$ cat config.mk
export PLATFORM = sky130hd
export DESIGN_NAME = cache_miss_handler
export DESIGN_NICKNAME = d
export VERILOG_FILES = /design/src/rtl/cache_pkg.sv /design/src/rtl/cache_miss_handler.sv
export SDC_FILE = /design/constraint.sdc
export NUM_CORES = 1
export LEC_CHECK = 0
export CAP_MARGIN = 20
export CORE_MARGIN = 5
export CORE_UTILIZATION = 49
export CTS_CLUSTER_SIZE = 30
export DETAILED_ROUTE_END_ITERATION = 16
export PLACE_DENSITY_LB_ADDON = 0.08
export SLEW_MARGIN = 0
export SYNTH_ARGS = -nofsm -noshare
export SYNTH_HDL_FRONTEND = slang
export SYNTH_SLANG_ARGS = --single-unit
$ cat constraint.sdc
create_clock -name clk -period 3.94 [get_ports clk]
set_input_delay 0.985 -clock clk [delete_from_list [all_inputs] [get_ports clk]]
set_output_delay 0.985 -clock clk [all_outputs]
set_load 0.01 [all_outputs]
$ cat src/rtl/cache_pkg.sv
// Shared cache line-format helpers, default geometry and the miss-handler state encoding.
// Line format, MSB to LSB: {dirty, valid, tag, block[N-1] .. block[0]}.
package cache_pkg;

  function automatic int block_offset_length(input int blocks_per_line);
    return $clog2(blocks_per_line);
  endfunction

  function automatic int index_length(input int cache_lines);
    return $clog2(cache_lines);
  endfunction

  function automatic int tag_length(input int address_size, input int blocks_per_line,
                                    input int cache_lines);
    return address_size - index_length(cache_lines) - block_offset_length(blocks_per_line);
  endfunction

  function automatic int cache_line_length(input int block_size, input int blocks_per_line,
                                           input int address_size, input int cache_lines);
    return 2 + tag_length(address_size, blocks_per_line, cache_lines)
             + blocks_per_line * block_size;
  endfunction

  localparam int DEFAULT_BLOCK_SIZE             = 4;
  localparam int DEFAULT_NUM_OF_BLOCKS_PER_LINE = 2;
  localparam int DEFAULT_NUM_OF_CACHE_LINES     = 4;
  localparam int DEFAULT_ADDRESS_SIZE           = 16;

  localparam int BLOCK_OFFSET_LENGTH = block_offset_length(DEFAULT_NUM_OF_BLOCKS_PER_LINE);
  localparam int INDEX_LENGTH        = index_length(DEFAULT_NUM_OF_CACHE_LINES);
  localparam int TAG_LENGTH          = tag_length(DEFAULT_ADDRESS_SIZE,
                                                  DEFAULT_NUM_OF_BLOCKS_PER_LINE,
                                                  DEFAULT_NUM_OF_CACHE_LINES);
  localparam int CACHE_LINE_LENGTH   = cache_line_length(DEFAULT_BLOCK_SIZE,
                                                         DEFAULT_NUM_OF_BLOCKS_PER_LINE,
                                                         DEFAULT_ADDRESS_SIZE,
                                                         DEFAULT_NUM_OF_CACHE_LINES);
  localparam int DIRTY_BIT_INDEX     = CACHE_LINE_LENGTH - 1;
  localparam int VALID_BIT_INDEX     = CACHE_LINE_LENGTH - 2;
  // Tag LSB position; the tag occupies [TAG_INDEX +: TAG_LENGTH].
  localparam int TAG_INDEX           = DEFAULT_NUM_OF_BLOCKS_PER_LINE * DEFAULT_BLOCK_SIZE;

  typedef enum logic [1:0] {
    IDLE   = 2'd0,
    WB     = 2'd1,
    FILL   = 2'd2,
    COMMIT = 2'd3
  } state_t;

endpackage

$ cat src/rtl/cache_miss_handler.sv
// Services one cache miss: optional write-back of a dirty victim, line refill, one-cycle commit.
// Memory handshake: a beat is presented while mem_req=1 and completes on a rising edge with mem_ack=1.
module cache_miss_handler
  import cache_pkg::*;
#(
  parameter int BLOCK_SIZE             = DEFAULT_BLOCK_SIZE,
  parameter int NUM_OF_BLOCKS_PER_LINE = DEFAULT_NUM_OF_BLOCKS_PER_LINE,
  parameter int NUM_OF_CACHE_LINES     = DEFAULT_NUM_OF_CACHE_LINES,
  parameter int ADDRESS_SIZE           = DEFAULT_ADDRESS_SIZE,
  localparam int LINE_LEN = cache_line_length(BLOCK_SIZE, NUM_OF_BLOCKS_PER_LINE,
                                              ADDRESS_SIZE, NUM_OF_CACHE_LINES)
) (
  input  logic                    clk,
  input  logic                    rst_n,
  input  logic                    miss,
  input  logic [ADDRESS_SIZE-1:0] miss_address,
  input  logic [LINE_LEN-1:0]     victim_line,
  output logic                    mem_req,
  output logic                    mem_we,
  output logic [ADDRESS_SIZE-1:0] mem_addr,
  output logic [BLOCK_SIZE-1:0]   mem_wdata,
  input  logic [BLOCK_SIZE-1:0]   mem_rdata,
  input  logic                    mem_ack,
  output logic [LINE_LEN-1:0]     line_o,
  output logic                    write_line,
  output logic                    busy,
  output state_t                  fsm_state
);

  localparam int OFF_LEN   = block_offset_length(NUM_OF_BLOCKS_PER_LINE);
  localparam int TAG_LEN   = tag_length(ADDRESS_SIZE, NUM_OF_BLOCKS_PER_LINE, NUM_OF_CACHE_LINES);
  localparam int DIRTY_IDX = LINE_LEN - 1;
  localparam int VALID_IDX = LINE_LEN - 2;
  localparam int DATA_W    = NUM_OF_BLOCKS_PER_LINE * BLOCK_SIZE;
  localparam int CNT_W     = (OFF_LEN > 0) ? OFF_LEN : 1;
  localparam logic [CNT_W-1:0] LAST_OFFSET = CNT_W'(NUM_OF_BLOCKS_PER_LINE - 1);
  localparam logic [ADDRESS_SIZE-1:0] LOW_MASK = ADDRESS_SIZE'((1 << (ADDRESS_SIZE - TAG_LEN)) - 1);
  localparam logic [ADDRESS_SIZE-1:0] OFF_MASK = ADDRESS_SIZE'((1 << OFF_LEN) - 1);

  state_t                  state, next_state;
  logic [ADDRESS_SIZE-1:0] addr_q;
  logic [TAG_LEN-1:0]      victim_tag_q;
  logic [DATA_W-1:0]       victim_blocks_q;
  logic [DATA_W-1:0]       fill_q, fill_next;
  logic [LINE_LEN-1:0]     line_q;
  logic [CNT_W-1:0]        offset;
  logic [TAG_LEN-1:0]      miss_tag, tag_sel;
  logic [ADDRESS_SIZE-1:0] beat_base;
  logic                    beat_done, last_beat;

  assign miss_tag  = addr_q[ADDRESS_SIZE-1 -: TAG_LEN];
  assign beat_done = mem_req && mem_ack;
  assign last_beat = (offset == LAST_OFFSET);
  assign fsm_state = state;
  assign line_o    = line_q;

  always_comb begin
    next_state = state;
    unique case (state)
      IDLE:   if (miss) next_state = (victim_line[DIRTY_IDX] && victim_line[VALID_IDX]) ? WB : FILL;
      WB:     if (beat_done && last_beat) next_state = FILL;
      FILL:   if (beat_done && last_beat) next_state = COMMIT;
      COMMIT: next_state = IDLE;
      default: next_state = IDLE;
    endcase
  end

  // Outputs decode from registered state only, so an asynchronous reset clears them without a clock edge.
  always_comb begin
    busy       = (state != IDLE);
    mem_req    = (state == WB) || (state == FILL);
    mem_we     = (state == WB);
    write_line = (state == COMMIT);
    tag_sel    = (state == WB) ? victim_tag_q : miss_tag;
    beat_base  = (addr_q & LOW_MASK) | (ADDRESS_SIZE'(tag_sel) << (ADDRESS_SIZE - TAG_LEN));
    mem_addr   = mem_req ? ((beat_base & ~OFF_MASK) | ADDRESS_SIZE'(offset)) : '0;
    mem_wdata  = (state == WB) ? BLOCK_SIZE'(victim_blocks_q >> (int'(offset) * BLOCK_SIZE)) : '0;
    fill_next  = fill_q;
    fill_next[int'(offset) * BLOCK_SIZE +: BLOCK_SIZE] = mem_rdata;
  end

  always_ff @(posedge clk or negedge rst_n) begin
    if (!rst_n) state <= IDLE;
    else        state <= next_state;
  end

  always_ff @(posedge clk or negedge rst_n) begin
    if (!rst_n) begin
      addr_q          <= '0;
      victim_tag_q    <= '0;
      victim_blocks_q <= '0;
      fill_q          <= '0;
      line_q          <= '0;
      offset          <= '0;
    end else begin
      if (state == IDLE && miss) begin
        addr_q          <= miss_address;
        victim_tag_q    <= victim_line[DATA_W +: TAG_LEN];
        victim_blocks_q <= victim_line[DATA_W-1:0];
        offset          <= '0;
      end
      if (beat_done) begin
        offset <= last_beat ? '0 : offset + CNT_W'(1);
        if (state == FILL) begin
          fill_q <= fill_next;
          if (last_beat) line_q <= {1'b0, 1'b1, miss_tag, fill_next};
        end
      end
    end
  end

endmodule

==> results by group <==
Setup path
  • Req. time, crit path: ~3000 ps
  • Worst EP arrival: between 2000 and 2500 ps
  • R2R Setup Slk: ~1500 ps
  • CP max FO: 21
  • Top Family by Delay on Critical Path: adder cells
  • Max incr delay on CP: 710 ps
  • Crit-path slowest cell: ha_1
  • Crit Path Class: reg -> out
  • Buffers plus inverters on the worst setup path: 2
  • CP Cell Sequence: inv_1 > ha_1 > nor2b_1 > clkdlybuf4s50_1
  • CP endpoint kind: primary output
  • Startpoint class of the critical path: flop

Synth
  • Mux cell area share after synthesis: 27.9%
  • Netlist Area Pre-Place: a little under 3000 um^2
  • Main combinational cell family by area after synthesis: multiplexers
  • Synth area leader: dfrtp_1
  • Synth Area in Compound Gates: 2.91%
  • Adder-cell share of the synthesized area: 1.71%
  • Ranking of synthesized cells by area: dfrtp_1 (56%), mux2_2 (19%), mux2i_1 (5.8%)
  • Syn nets: ~270
  • Synth Area in Simple Gates: roughly 8.7%
  • Yosys top cell area share: 55.7%
  • Post-synth EDFFs: 0
  • Asr flop ratio synth: 100%
  • Cells after Synth: 214
  • Synthesized area per cell: 13.6 um^2
  • Synth Flop Type: dfrtp_1
  • YS warnings: 0
  • Yosys cell types: 27
  • XOR/XNOR Fraction of Synth Area: 0%
  • Synthesis-stage register bit count: between 60 and 70
  • Share of the yosys chip area belonging to registers: between 50% and 60%

Global route
  • GRT overflow: 0
  • Global-route usage over all layers: between 10% and 20%
  • First-pass GRT wire length: between 9000 and 10000 um
  • Vias in the first global route: between 2000 and 2500
  • Largest net degree at the start of global routing: between 40 and 50
  • Antenna violations before repair: 0

Timing
  • Slew @ Worst Pin: 918 ps
  • Final Skew: slightly above 10 ps
  • Highest clock rate: slightly below 300 MHz
  • Tcrit/Tclk final: ~86%
  • Final hold vios: 0
  • Setup TNS: 0 ps
  • Relative slew margins: between 30% and 40%
  • RSZ-0062 raised after global routing: no
  • Post-route minimum period: ~3400 ps
  • Endpoints failing setup: 0
  • Slew Viols, Final: 0

Route
  • Drt pass-1 iters: 4
  • Routed WL: 6080 um
  • Routed len/inst: 15.7 um
  • Final ANT Viol Nets: 0
  • Vias: 1919
  • Vias per cell: ~5.0
  • DRC: 0
  • DRT iter0 DRCs: 56

Min path
  • Worst Hold Class: reg -> reg

Cells and area
  • Area of the multi-input gates: 1210 um^2
  • Layout cells sized above 1: 24.4%
  • Fillcell total: 425
  • Antenna fix cells: 0
  • Layout Utilization: 70.6%
  • Most frequent cells in the layout: clkdlybuf4s50_1 (92), dfrtp_1 (65), mux2_2 (48)
  • Register area: 1630 um^2
  • Area Growth Syn to Fin: 41.3%
  • Most common cell after layout, fill and taps aside: clkdlybuf4s50_1
  • Fin nets: roughly 360

Status
  • Status: completed

CTS
  • Post-CTS setup buffers: 0
  • Cts bufs inserted: 9
  • Hold Buf Count CTS: 0
  • Clk slew on worst S/H paths: ~70 ps
  • Post-CTS sizing: 0
  • CTS sink count: 65
  • Htree depth: 3
  • Longest Clk Path Bufs: 2
  • CTS tree: done
  • Root Driver: clkbuf_8
  • Clock latency on the worst-skew pair: about 330 ps

Power and ir drop
  • Pwr/cell area: between 800 and 900 nW/um^2
  • Static Leakage: 1.79 nW
  • Worst IR Drop VDD: 0.474 mV

Place
  • GP Congestion: approximately 0.75
  • Post-DP HPWL: 4360 um
  • Port bufs: just over 90

Floorplanning
  • Initial Util: between 40% and 50%
  • CORE AREA: between 5000 and 6000 um^2
  • Die area: 7600 um^2
  • Chip height: between 80 and 90 um
  • Row cnt: 28
  • # IOs: 96
  • Die X: ~87 um

Run
  • Max-Cap Viols: 0
state kept, by name, summed over array words and instances, names as in the netlist:
name,cells
victim_blocks_q,8
fsm_state,2
addr_q,15
line_o,22
fill_q,4
victim_tag_q,13
last_beat,1
cell families (layout without fill, tap and decap cells):
logic type | after synthesis | count (layout)
mux | 72 | 72
compound gates | 14 | 14
flops | 65 | 65
other cells | 1 | 1
fa+ha+maj | 4 | 4
buf+inv | 16 | 114
simple gates | 42 | 42
per-layer routing:
metal,track usage (%),vias up,part of all wire (%)
met3,6.05,8,8.5
li1,-,916,-
met4,6.28,0,1.3
met5,0,-,0
met2,27.5,64,49
met1,21.9,931,41
through the flow:
stage / hold slack (ps) / setup slack [ps] / instances / instance area [um^2] / total power, W
after floorplan: 471 / 1430 / 214 / 2920 / 0.00217
after global placement: 450 / 875 / 371 / 3880 / 0.00295
after detailed placement: 457 / 871 / 371 / 3880 / 0.00300
after CTS: 479 / 504 / 387 / 4130 / 0.00369
after global routing: 511 / 360 / 387 / 4130 / 0.00390
final: 479 / 566 / 387 / 4130 / 0.00364
synthesized netlist by cell type, drive strengths merged, types with 2 or more instances:
cell,number
a21oi,2
and2,4
buf,11
clkbuf,2
dfrtp,65
ha,4
inv,3
mux2,55
mux2i,17
nand2,8
nand2b,2
nand3,2
nor2b,23
o21ai,7
power by group:
| part | switching, W | leakage, nW | internal, W |
|---|---|---|---|
| combinational | 0.000687 | 0.884 | 0.00106 |
| sequential | 0.000207 | 0.788 | 0.000997 |
| clock | 0.000250 | 0.120 | 0.000437 |
| total | 0.00114 | 1.79 | 0.00250 |
tightest hold or removal path, cell delays in order (launching register included):
cell and delay, ps:
dfrtp_1 340, nand2_1 40, o21ai_0 60
area by class of cell:
cell class,count,area share [%]
sequential,65,39.4
multi-input combinational,133,29.3
timing repair buffer,95,22.8
clock buffer,11,3.43
clock inverter,5,2.49
tap,75,2.27
inverter,3,0.273
final timing paths:
| check | endpoint | from | cells after the start |
|---|---|---|---|
| hold reg to reg | line_o[7]$_DFFE_PN0P_ | line_o[7]$_DFFE_PN0P_ | 2 |
| max in group asynchronous | victim_tag_q[9]$_DFFE_PN0P_ | rst_n | 2 |
| setup reg to reg | line_o[13]$_DFFE_PN0P_ | fsm_state[0]$_DFFE_PN0P_ | 4 |
| hold / removal | line_o[7]$_DFFE_PN0P_ | line_o[7]$_DFFE_PN0P_ | 2 |
| min in group asynchronous | line_o[0]$_DFFE_PN0P_ | rst_n | 1 |
| setup / recovery | mem_addr[13] | fsm_state[0]$_DFFE_PN0P_ | 4 |
Note: power is estimated with default switching activity, not from simulation.
